[src/rtl/rf_wb_pkg.sv]
// Shared types and constants for the register-file writeback arbiter.
package rf_wb_pkg;

  localparam int XLEN   = 32;
  localparam int REG_AW = 5;
  localparam int NREG   = 1 << REG_AW;

  typedef struct packed {
    logic [REG_AW-1:0] addr;
    logic [XLEN-1:0]   data;
    logic [XLEN-1:0]   pc;
  } wb_req_t;

  // x0 is hardwired to zero: such writes occupy a slot but never reach the file
  function automatic logic wb_req_is_x0(input wb_req_t req);
    return (req.addr == '0);
  endfunction

endpackage

[src/rtl/wb_fifo.sv]
// Circular buffer of writeback requests for the slow port, with per-entry
// destination-address match vectors used for RAW busy detection.
module wb_fifo
  import rf_wb_pkg::*;
#(
  parameter int  DEPTH = 4,
  localparam int PW    = $clog2(DEPTH),
  localparam int CW    = PW + 1
) (
  input  logic              clk,
  input  logic              rst_n,
  input  logic              push_i,
  input  wb_req_t           push_req_i,
  input  logic              pop_i,
  output wb_req_t           head_o,
  output logic [CW-1:0]     count_o,
  output logic              full_o,
  output logic              empty_o,
  input  logic [REG_AW-1:0] match_addr_1_i,
  input  logic [REG_AW-1:0] match_addr_2_i,
  output logic [DEPTH-1:0]  match_1_o,
  output logic [DEPTH-1:0]  match_2_o
);

  wb_req_t       mem_q [DEPTH];
  logic [PW-1:0] wr_ptr_q;
  logic [PW-1:0] rd_ptr_q;
  logic [CW-1:0] count_q;
  logic [PW-1:0] ofs;

  // pointers and occupancy; reset empties the buffer without touching storage
  always_ff @(posedge clk or negedge rst_n) begin
    if (!rst_n) begin
      wr_ptr_q <= '0;
      rd_ptr_q <= '0;
      count_q  <= '0;
    end else begin
      if (push_i) wr_ptr_q <= wr_ptr_q + PW'(1);
      if (pop_i)  rd_ptr_q <= rd_ptr_q + PW'(1);
      case ({push_i, pop_i})
        2'b10:   count_q <= count_q + CW'(1);
        2'b01:   count_q <= count_q - CW'(1);
        default: ;
      endcase
    end
  end

  // storage write; entry contents are only meaningful when qualified by count
  always_ff @(posedge clk) begin
    if (push_i) mem_q[wr_ptr_q] <= push_req_i;
  end

  // an entry is live when its distance from the read pointer is below count
  always_comb begin
    match_1_o = '0;
    match_2_o = '0;
    ofs       = '0;
    for (int i = 0; i < DEPTH; i++) begin
      ofs = PW'(i) - rd_ptr_q;
      if (CW'(ofs) < count_q) begin
        match_1_o[i] = (mem_q[i].addr == match_addr_1_i);
        match_2_o[i] = (mem_q[i].addr == match_addr_2_i);
      end
    end
  end

  assign head_o  = mem_q[rd_ptr_q];
  assign count_o = count_q;
  assign full_o  = (count_q == CW'(DEPTH));
  assign empty_o = (count_q == '0);

  a_no_push_full: assert property (@(posedge clk) disable iff (!rst_n) !(push_i && full_o));

endmodule

[src/rtl/rf_write_arbiter.sv]
// Single write-port front end for the register file: merges ALU (fast) and
// multi-cycle (slow) writebacks, tracks pending writes, requests a stall when
// the slow queue head has waited too long.
module rf_write_arbiter
  import rf_wb_pkg::*;
#(
  parameter int  XLEN         = 32,
  parameter int  DEPTH        = 4,
  parameter int  STARVE_LIMIT = 8,
  localparam int CW           = $clog2(DEPTH) + 1
) (
  input  logic             clk,
  input  logic             rst_n,
  input  logic             fast_valid,
  input  logic [4:0]       fast_addr,
  input  logic [XLEN-1:0]  fast_data,
  input  logic [XLEN-1:0]  fast_pc,
  input  logic             slow_valid,
  output logic             slow_ready,
  input  logic [4:0]       slow_addr,
  input  logic [XLEN-1:0]  slow_data,
  input  logic [XLEN-1:0]  slow_pc,
  input  logic             rsv_valid,
  input  logic [4:0]       rsv_addr,
  input  logic [4:0]       chk_addr_1,
  input  logic [4:0]       chk_addr_2,
  output logic             busy_1,
  output logic             busy_2,
  output logic             stall_req,
  output logic             rf_write_en,
  output logic [4:0]       rf_write_addr,
  output logic [XLEN-1:0]  rf_write_data,
  output logic [XLEN-1:0]  rf_pc,
  output logic [CW-1:0]    q_count
);

  localparam int SW = $clog2(STARVE_LIMIT + 1);

  wb_req_t          fast_req, slow_req, head_req, sel_req, out_q;
  logic             out_en_q;
  logic             q_full, q_empty, slow_fire, push, pop;
  logic             sel_vld, sel_slow;
  logic [DEPTH-1:0] match_1, match_2;
  logic [NREG-1:0]  sb_q, sb_d, sb_set, sb_clr;
  logic [SW-1:0]    cnt_q, cnt_d;
  logic             stall_q;

  assign fast_req   = '{addr: fast_addr, data: fast_data, pc: fast_pc};
  assign slow_req   = '{addr: slow_addr, data: slow_data, pc: slow_pc};
  assign slow_ready = (q_count < CW'(DEPTH));
  assign slow_fire  = slow_valid && slow_ready;
  assign pop        = !fast_valid && !q_empty;
  // bypass only when nothing else competes and nothing older is queued
  assign push       = slow_fire && (fast_valid || !q_empty);

  wb_fifo #(.DEPTH(DEPTH)) u_fifo (
    .clk            (clk),
    .rst_n          (rst_n),
    .push_i         (push),
    .push_req_i     (slow_req),
    .pop_i          (pop),
    .head_o         (head_req),
    .count_o        (q_count),
    .full_o         (q_full),
    .empty_o        (q_empty),
    .match_addr_1_i (chk_addr_1),
    .match_addr_2_i (chk_addr_2),
    .match_1_o      (match_1),
    .match_2_o      (match_2)
  );

  // fixed-priority source select: fast, then queue head, then slow bypass
  always_comb begin
    sel_req  = fast_req;
    sel_vld  = 1'b0;
    sel_slow = 1'b0;
    if (fast_valid) begin
      sel_vld = 1'b1;
    end else if (!q_empty) begin
      sel_req  = head_req;
      sel_vld  = 1'b1;
      sel_slow = 1'b1;
    end else if (slow_fire) begin
      sel_req  = slow_req;
      sel_vld  = 1'b1;
      sel_slow = 1'b1;
    end
  end

  // scoreboard next state: a reservation outranks a same-cycle retire
  always_comb begin
    sb_set           = '0;
    sb_clr           = '0;
    sb_set[rsv_addr] = rsv_valid;
    sb_clr[sel_req.addr] = sel_slow;
    sb_d             = (sb_q & ~sb_clr) | sb_set;
    sb_d[0]          = 1'b0;
  end

  // head-of-queue wait counter, saturating at the limit
  always_comb begin
    if (pop || q_empty)                   cnt_d = '0;
    else if (cnt_q >= SW'(STARVE_LIMIT))  cnt_d = cnt_q;
    else                                  cnt_d = cnt_q + SW'(1);
  end

  // output register, scoreboard and starvation state
  always_ff @(posedge clk or negedge rst_n) begin
    if (!rst_n) begin
      out_en_q <= 1'b0;
      out_q    <= '0;
      sb_q     <= '0;
      cnt_q    <= '0;
      stall_q  <= 1'b0;
    end else begin
      out_en_q <= sel_vld && !wb_req_is_x0(sel_req);
      if (sel_vld) out_q <= sel_req;
      sb_q     <= sb_d;
      cnt_q    <= cnt_d;
      stall_q  <= (cnt_d >= SW'(STARVE_LIMIT));
    end
  end

  // the entry on rf_write_* is already out of the queue and the scoreboard
  assign busy_1 = (chk_addr_1 != '0) && (sb_q[chk_addr_1] || (|match_1));
  assign busy_2 = (chk_addr_2 != '0) && (sb_q[chk_addr_2] || (|match_2));

  assign stall_req     = stall_q;
  assign rf_write_en   = out_en_q;
  assign rf_write_addr = out_q.addr;
  assign rf_write_data = out_q.data;
  assign rf_pc         = out_q.pc;

  a_fast_in_stall: assert property (@(posedge clk) disable iff (!rst_n)
    !(fast_valid && stall_q));
  a_rsv_twice: assert property (@(posedge clk) disable iff (!rst_n)
    !(rsv_valid && (rsv_addr != '0) && sb_q[rsv_addr]));

endmodule

[config.mk]
export PLATFORM = sky130hd
export DESIGN_NAME = rf_write_arbiter
export DESIGN_NICKNAME = d
export VERILOG_FILES = /design/src/rtl/rf_wb_pkg.sv /design/src/rtl/wb_fifo.sv /design/src/rtl/rf_write_arbiter.sv
export SDC_FILE = /design/constraint.sdc
export NUM_CORES = 1
export LEC_CHECK = 0
export BUFFER_PORTS_ARGS = -buffer_cell sky130_fd_sc_hd__buf_2
export CELL_PAD_IN_SITES_DETAIL_PLACEMENT = 1
export CELL_PAD_IN_SITES_GLOBAL_PLACEMENT = 1
export CORE_AREA = 2 2 192 194
export CTS_CLUSTER_SIZE = 16
export DETAILED_ROUTE_END_ITERATION = 10
export DIE_AREA = 0 0 194 196
export PLACE_DENSITY = 0.77
export SYNTH_ARGS = -nofsm -noshare
export SYNTH_HDL_FRONTEND = slang
export SYNTH_SLANG_ARGS = --single-unit
[constraint.sdc]
create_clock -name clk -period 4.6 [get_ports clk]
set_clock_uncertainty 0.2 [all_clocks]
set_input_delay 0 -clock clk [delete_from_list [all_inputs] [get_ports clk]]
set_output_delay 0 -clock clk [all_outputs]
set_load 0.01 [all_outputs]
Word level (Yosys, flattened, before mapping):

Memories as Yosys holds them, arrays and structs flattened.
Index checks and enable logic that the tools add are counted.

* add/sub/neg operators: 9
* order comparisons: 13
* eq/ne operators: 10
* muxes and demuxes: 28
* bitwise operators: 5
* reductions and logical operators: 22

Operators with widths (count)
* 69-bit two-way mux: 3
* 32-bit AND: 3
* 5-bit equality test: 8
* 32-bit NOT: 1
* 32-bit OR: 1
* 5-bit by 6-bit less-than comparator with 1-bit output (second input constant): 4
* 1-bit two-way mux: 18
* 2-bit by 3-bit less-than comparator with 1-bit output: 4
* 1-bit binary-select mux with 5-bit select: 2
* 1-bit demux with 5-bit select: 2
* 5-bit by 1-bit greater-or-equal comparator with 1-bit output (second input constant): 2
* 5-bit nonzero test: 2
* 4-bit greater-or-equal comparator (second input constant): 2
* 1-bit logical AND: 8
* 4-bit two-way mux: 2
* 4-bit OR reduction: 2
* 3-bit one-hot mux with 2 select lines: 1
* 5-bit logical NOT: 1
* 2-bit by 1-bit adder with 2-bit output (second input constant): 2
* 4-bit by 1-bit adder with 4-bit output (second input constant): 1
* 1-bit logical OR: 4
* 1-bit by 2-bit subtractor with 2-bit output (first input constant): 2
* 2-bit subtractor (first input constant): 2
* 3-bit by 1-bit adder with 3-bit output (second input constant): 1
* 7 further kinds: 9

* register bits: 113
* RAM bits: 276
* output and inout port bits: 77
* memories: 1

Memory list
* u_fifo.mem_q: words 4, width 69, read ports 5, clocked after Yosys merged registers in 0, wr ports 1, RTL line wb_fifo.sv:25 `wb_req_t mem_q [DEPTH];`

Logic depth before layout (Yosys ltp):

Gate-level depths: netlist of run 1.

* word-level depth: 13
* mapped depth: 12
* gate-level depth less buffers: 11

By module:

A second synthesis of run 1 with hierarchy kept.

* cells, all modules: 1227
* area total of the unflattened synthesis: 17150.2 sq um

By module, submodules not included
* wb_fifo: instances 1, cells an instance 476, area each 10951.8 sq um
* rf_write_arbiter: instances 1, cells an instance 751, area each 6198.4 sq um

Worst setup path after synthesis of run 1:

OpenSTA, ideal clock, no wires.

* path kind: register -> register
* start: register u_fifo.count_q[2] (netlist: u_fifo.count_o[2])
* end: memory u_fifo.mem_q[0][0] (netlist name), enable pin
* arrival time: 3.114 ns
* required time: 3.965 ns
* path slack: 0.851 ns
* cell stages (with the launch flop): 6
* buffers on the path: 0
* path through: dfrtp_1 > clkinv_1 > nand3_1 > nor2_1 > nor3_1 > and2_1

* elaborated cells on any way between the ends: 8
* those cells by class: order compare: 1; mux: 2; reduce/logical: 5

RTL lines
* start: declaration: RTL line wb_fifo.sv:28 `logic [CW-1:0] count_q;`
* start signal: assignment: RTL line wb_fifo.sv:41 `2'b10: count_q <= count_q + CW'(1);`
* start signal: assignment: RTL line wb_fifo.sv:42 `2'b01: count_q <= count_q - CW'(1);`
* 3-bit less-than comparator: RTL line rf_write_arbiter.sv:50 `assign slow_ready = (q_count < CW'(DEPTH));`
* via slow_ready: RTL line rf_write_arbiter.sv:19 `output logic slow_ready,`
* 1-bit logical AND: RTL line rf_write_arbiter.sv:51 `assign slow_fire = slow_valid && slow_ready;`
* 1-bit logical AND: RTL line rf_write_arbiter.sv:54 `assign push = slow_fire && (fast_valid || !q_empty);`
* 1-bit two-way mux: RTL line wb_fifo.sv:50 `if (push_i) mem_q[wr_ptr_q] <= push_req_i;`
* 1-bit two-way mux (implied by the code): RTL line wb_fifo.sv:50
* end: declaration: RTL line wb_fifo.sv:25

The timed path passes the listed nets, and every way through them passes these cells.

Final worst setup path of run 1:

* start: register u_fifo.rd_ptr_q[0]
* end: register out_q, in the netlist rf_pc[2]

* word-level cells in the longest chain between the ends: 3

RTL lines
* start: declaration: RTL line wb_fifo.sv:27 `logic [PW-1:0] rd_ptr_q;`
* start signal: assignment: RTL line wb_fifo.sv:39 `if (pop_i) rd_ptr_q <= rd_ptr_q + PW'(1);`
* memory 4 x 69 bit
* 69-bit two-way mux: RTL line rf_write_arbiter.sv:79 `end else if (!q_empty) begin`
* 69-bit two-way mux: RTL line rf_write_arbiter.sv:77 `if (fast_valid) begin`
* end signal: assignment: RTL line rf_write_arbiter.sv:117 `if (sel_vld) out_q <= sel_req;`
* end: declaration: RTL line rf_write_arbiter.sv:39 `wb_req_t fast_req, slow_req, head_req, sel_req, out_q;`

No other way between the ends.
A chain may end at the register's enable or synchronous reset.

==> key figures, run 1 <==
Run status
  – Status: finished with violations
  – Violated checks: negative hold slack

Logic synthesis
  – Ys flop type: edfxtp_1
  – Yosys top cell by area: edfxtp_1
  – Synth Area in Adders: 0.00928
  – Asr flop ratio synth: 0.290
  – Yosys cell types: 49
  – Dominant cells by area after synthesis: edfxtp_1 (49%), dfrtp_1 (17%), mux4_2 (11%), nand2_1 (3.8%), o21ai_0 (3.5%)
  – Cell with the most instances after synthesis: edfxtp_1
  – Mux contribution to synthesized area: 0.144
  – Seq/Total Area, Yosys: 0.655
  – Main combinational cell family by area after synthesis: multiplexers
  – #FFs+latches synth: 389
  – Commonest cells post-synth: edfxtp_1 (276), nand2_1 (171), o21ai_0 (119)
  – Synth Area in XOR/XNOR: 0.0253
  – Simple-gate share of the synthesized area: 0.0754
  – Yosys top cell area share: 0.488
  – Synth Instances: 1183
  – Synth Area in Compound Gates: 0.0657
  – Mapped Nets: 1353
  – Synth warn: 0
  – Post-synth EDFFs: 276
  – Post-synth design cell area: ~17000 um^2
  – Syn avg cell area: 14.4 um^2

CTS
  – Clk slew on worst S/H paths: 70 ps
  – Root Driver: clkbuf_16
  – Num CTS Buffers: 41
  – CTS H-tree depth: 2
  – Clock Path Buffers: 3
  – Setup Buffers After CTS: 0
  – Clock Latency Late Sink: around 560 ps
  – Sinks on Clock Net: 389
  – CTS tree: built

Floorplanning
  – Top-Level Pins: roughly 240
  – Row cnt: 70
  – Height of the die: between 150 and 200 um
  – Die X: just under 200 um
  – Core Area: 36100 um^2
  – Die area: 38000 um^2
  – Initial core utilization: 0.471

Critical path
  – Top cell by count, worst path: o21ai_0
  – Slowest cell on the critical path: dfrtp_4
  – CP required: 4830 ps
  – Worst reg2reg path depth: 5
  – Critical Path Sink Type: flip-flop
  – Crit-path cells: buf_4 > mux4_2 > o21ai_0 > o21ai_0 > dlygate4sd3_1
  – Crit path max-delay family: buffers and inverters
  – Critical path depth in cells: 5
  – WS Path Type: flip-flop to flip-flop
  – WP buf/inv: 2
  – CP arrival: 3990 ps
  – Critical path fanouts, max: 38
  – CP peak stage delay: 900 ps
  – Critical path startpoint category: flip-flop

GRT
  – Pin count of the biggest net entering global routing: 78
  – Vias in the first global route: roughly 14000
  – Global-route wire length before repair: 92000 um
  – Antenna violations before repair: 5
  – Global-route usage over all layers: 0.323
  – Total gr overflow: 0

Timing
  – Slew HR: 0.197
  – Final period util: 0.817
  – Peak Freq: 0.266 GHz
  – Endpoints failing setup: 0
  – Sum of negative setup slack: 0 ps
  – RSZ-0062 raised after global routing: false
  – Hold Slack: -3.19 ps
  – Max-slew violation count: 0
  – Hold violation total from the final report: 8
  – Slew @ Worst Pin: 1200 ps
  – Final worst path period need: 3760 ps

Detailed routing
  – Vias post-DR: ~13000
  – Iter 0 DRT Violations: 1263
  – Antenna viol nets, final: 0
  – DRT Pass-1 Iters: 5
  – Final wirelength: 61100 um
  – Residual DRC: 0
  – Wire length per cell: 28.2 um
  – Via-to-Cell Ratio: a little under 6

Final layout
  – Nets: 1829
  – Footprint of the multi-input gates: 5430 um^2
  – Layout cells sized above 1: 0.243
  – Fill count: 3492
  – Area grow syn2layout: 32.7%
  – Register area: 11100 um^2

Power
  – Max VDD drop: around 360 uV
  – P_leak: 8.68 nW
  – Pwr per Cell Area: 574 nW/um^2

Min path
  – Type of the most critical hold path: input port to asynchronous set/reset pin

Flow run
  – Max cap viols: 0

Placement
  – Final HPWL DP: slightly above 30000 um
  – I/O Buffers: 234
  – Routability cong.: ~0.9
## cells by family after synthesis
logic type	count (synthesis)
AOI/OAI and AO/OA	198
xor gates and xnor gates	49
adders and majority gates	12
buffers and inverters	101
DFF	389
muxes	137
and+or+nand+nor	297
## worst paths after layout
path | to | from | slack [ps]
max | rf_pc[2] | u_fifo.rd_ptr_q[0] | 840
min | rf_write_addr[4] | rst_n | -3
max reg2reg | rf_pc[2] | u_fifo.rd_ptr_q[0] | 840
min reg2reg | rf_write_addr[2] | rf_write_addr[2] | 330
max in group asynchronous | rf_write_data[27] | rst_n | 2870
min in group clk | u_fifo.mem_q[3][45] | slow_data[13] | 40
## state kept, by name, summed over array words and instances (netlist names)
name	count
cnt_q	4
rf_pc	32
rf_write_addr	5
rf_write_data	32
rf_write_en	1
sb_q	31
stall_req	1
u_fifo.count_o	3
u_fifo.mem_q	276
u_fifo.rd_ptr_q	2
u_fifo.wr_ptr_q	2
## cell usage in the layout (no fill, tap or decap), drive strengths merged, types with 30 or more instances in the layout
master	count
buf	249
clkbuf	60
dfrtp	113
dlygate4sd3	254
edfxtp	276
inv	30
mux2i	50
mux4	85
nand2	171
nor2	69
o21ai	131
## per-stage QoR
stage,setup slack [ps],cell area [um^2],util,cells,total power [mW]
after floorplan,851,17000,-,1183,7.37
after global placement,1450,18600,0.515,1830,8.46
after global routing,608,22500,0.624,2161,13.4
final,844,22500,0.625,2165,12.9
after detailed placement,1290,18600,0.515,1830,8.63
after CTS,931,22500,0.624,2159,12.6
## routing by layer
metal,track usage,vias to the layer above,part of all wire
met3,0.0512,178,0.065
met1,0.393,6643,0.37
met4,0.148,2,0.044
met5,0,-,0.00021
met2,0.569,713,0.52
li1,-,5373,-
## timing repair
action / 4_1_cts / 5_1_grt
endpoints found under the hold margin: 457 / 0
gates resized for setup: 0 / 0
hold buffers: 254 / 0
setup endpoints to repair: 0 / 0
## power breakdown
group	total (mW)	switching [mW]	internal, mW	leakage, nW
Combinational	4.14	2.26	1.88	4.15
Sequential	5.20	0.658	4.54	3.85
Clock	3.60	1.50	2.10	0.679
## layout make-up
type | count | share of cell area
Sequential cell | 389 | 0.494
Multi-Input combinational cell | 693 | 0.241
Timing Repair Buffer | 503 | 0.171
Clock buffer | 60 | 0.0514
Tap cell | 468 | 0.0260
Clock inverter | 15 | 0.0110
Inverter | 31 | 0.00516
Antenna cell | 6 | 0.000666
Note: power is estimated with default switching activity, not from simulation.
==> run 2: changes to the inputs <==
Clock period 4.6 ns to 3.65 ns, I/O delays scaled along.
==> run 2 against run 1 <==
The flow still finishes with violations (negative hold slack). Wire length decreased by 10%. Non-clock buffer count decreased by 15. Register-to-register slack got worse by 410 ps. Cell count decreased by 0.60%. Critical path type unchanged. Critical endpoint is now sb_q[24].
==> key figures, run 2 (synthesis results as in run 1) <==
Placement
  – Final HPWL DP: 29100 um (-3.9%)
  – I/O Buffers: 234 (unchanged)
  – Routability cong.: 0.838 (-4.4%)
  – Instance area at placement: 18600 um^2 (+0.40%)

Final layout
  – Register with the highest flop count: u_fifo.mem_q
  – Register area: 11100 um^2 (unchanged)
  – Max FFs per register: 276 (unchanged)
  – Layout cells sized above 1: 0.250 (+0.00710)
  – Most common cell after layout, fill and taps aside: edfxtp_1
  – Area grow syn2layout: 31.8%
  – Footprint of the multi-input gates: 5430 um^2 (about the same)
  – Nets: 1815 (-0.77%)
  – Fill count: 3548 (+1.6%)
  – Final Cell Area: 22400 um^2 (-0.65%)
  – Most frequent cells in the layout: edfxtp_1 (276), dlygate4sd3_1 (234), buf_2 (231)

Detailed routing
  – Via-to-Cell Ratio: 5.73 (-3.9%)
  – Final wirelength: 54700 um (-10%)
  – Vias post-DR: 12300 (-4.5%)
  – DRT Pass-1 Iters: 5 (unchanged)
  – Wire length per cell: 25.4 um (-10%)
  – Residual DRC: 0 (unchanged)
  – Antenna viol nets, final: 0 (unchanged)
  – Iter 0 DRT Violations: 817 (-35%)

Power
  – Max VDD drop: 443 uV (+23%)
  – Pwr per Cell Area: 708 nW/um^2 (+23%)
  – Tot Pwr: 15.9 mW (+23%)
  – Switching power of the nets: 5.22 mW (+18%)
  – Switching Fraction: 0.329 (-0.0124)
  – P_leak: 8.62 nW (-0.59%)
  – Clock power share: 0.273 (-0.005)
  – Pint: 10.6 mW (+25%)
  – Register share of total power: 0.399 (-0.003)
  – Gate power share: 0.328 (+0.008)

Critical path
  – WS Path Type: flip-flop to flip-flop
  – Critical path depth in cells: 7 (+2)
  – Crit path max-delay family: compound AO/OA/AOI/OAI gates
  – WP buf/inv: 1 (-1)
  – CP peak stage delay: 550 ps (-350 ps)
  – Critical path fanouts, max: 14 (-63%)
  – CP required: 3870 ps (-960 ps)
  – Crit-path cells: nor3_4 > a21oi_2 > a2bb2o_1 > or4_4 > o21ai_0 > nand2_1 > dlygate4sd3_1
  – Critical Path Sink Type: flip-flop
  – Slowest cell on the critical path: dlygate4sd3_1
  – Critical path startpoint category: flip-flop
  – Worst reg2reg path depth: 7 (+2)
  – CP arrival: 3430 ps (-560 ps)

Timing
  – RSZ-0062 raised after global routing: false
  – Endpoints failing setup: 0 (unchanged)
  – Final period util: 0.880 (+0.0639)
  – Max-slew violation count: 0 (unchanged)
  – Slew HR: 0.296 (+0.0993)
  – Peak Freq: 0.311 GHz (+17%)
  – Hold violation total from the final report: 1 (-7)
  – Final worst path period need: 3210 ps (-543 ps)
  – Hold Slack: -15.6 ps (-12.4 ps)
  – Sum of negative setup slack: 0 ps (unchanged)
  – Slew @ Worst Pin: 1060 ps (-146 ps)

CTS
  – Sinks on Clock Net: 389 (unchanged)
  – Clock Latency Late Sink: 540 ps (-20 ps)
  – Clk slew on worst S/H paths: 60 ps (about the same)
  – Num CTS Buffers: 42 (+2.4%)
  – CTS H-tree depth: 2 (unchanged)
  – Clock Path Buffers: 3 (unchanged)
  – Root Driver: clkbuf_16
  – CTS tree: built

Floorplanning
  – Row cnt: 70 (unchanged)
  – Initial core utilization: 0.471 (unchanged)
  – Die area: 38000 um^2 (unchanged)
  – Die X: 194 um (unchanged)
  – Height of the die: 196 um (unchanged)
  – Core Area: 36100 um^2 (unchanged)
  – Top-Level Pins: 235 (unchanged)

GRT
  – Pin count of the biggest net entering global routing: 74 (-5.1%)
  – Global-route usage over all layers: 0.291 (-0.0321)
  – Vias in the first global route: 13700 (-5.7%)
  – Global-route wire length before repair: 84200 um (-8.5%)
  – Total gr overflow: 0 (unchanged)
  – Antenna violations before repair: 6 (+1)

Run status
  – Status: finished with violations
  – Violated checks: negative hold slack

Min path
  – Type of the most critical hold path: input port to asynchronous set/reset pin

Flow run
  – Max cap viols: 0 (unchanged)
==> run 2: through the flow <==
stage                      util  cells  worst slack [ps]
after global placement    0.517   1835               797
after global routing      0.620   2152               294
final                     0.620   2152               437
after floorplan               -   1183               632
after detailed placement  0.517   1835               666
after CTS                 0.620   2147               142
==> run 2: metal layers <==
metal / share of wire / track usage / up-vias
met5: 0.00024 / 0 / -
met4: 0.032 / 0.103 / 2
met3: 0.067 / 0.0552 / 126
met2: 0.51 / 0.502 / 526
met1: 0.39 / 0.370 / 6317
li1: - / - / 5358
==> run 2: worst paths after layout <==
| path | from | endpoint | slack, ps |
|---|---|---|---|
| min in group clk | slow_pc[25] | u_fifo.mem_q[0][25] | 30 |
| setup / recovery | u_fifo.count_o[0] | sb_q[24] | 440 |
| setup reg to reg | u_fifo.count_o[0] | sb_q[24] | 440 |
| max in group asynchronous | rst_n | rf_write_data[4] | 2370 |
| hold / removal | rst_n | rf_write_addr[0] | -20 |
| hold reg to reg | sb_q[13] | sb_q[13] | 320 |
==> run 2: cell type report <==
class	count	share of cell area
Antenna cell	5	0.000559
Clock buffer	66	0.0556
Clock inverter	12	0.00620
Inverter	31	0.00520
Multi-Input combinational cell	693	0.243
Sequential cell	389	0.497
Tap cell	468	0.0262
Timing Repair Buffer	488	0.167
==> run 2: repair_timing <==
item / 4_1_cts / 5_1_grt
endpoints found under the setup margin: 0 / 1
hold buffers: 234 / 0
buffers inserted: 0 / 0
endpoints found under the hold margin: 444 / 0
resized for setup: 0 / 1
==> run 2: power by group through the flow <==
stage	registers (mW)	clock network [mW]	logic [mW]
after floorplan	6.28	0	3.00
after global placement	6.26	0	4.46
after detailed placement	6.33	0	4.57
after CTS	6.26	4.35	5.04
after global routing	6.41	4.55	5.64
final	6.32	4.33	5.20
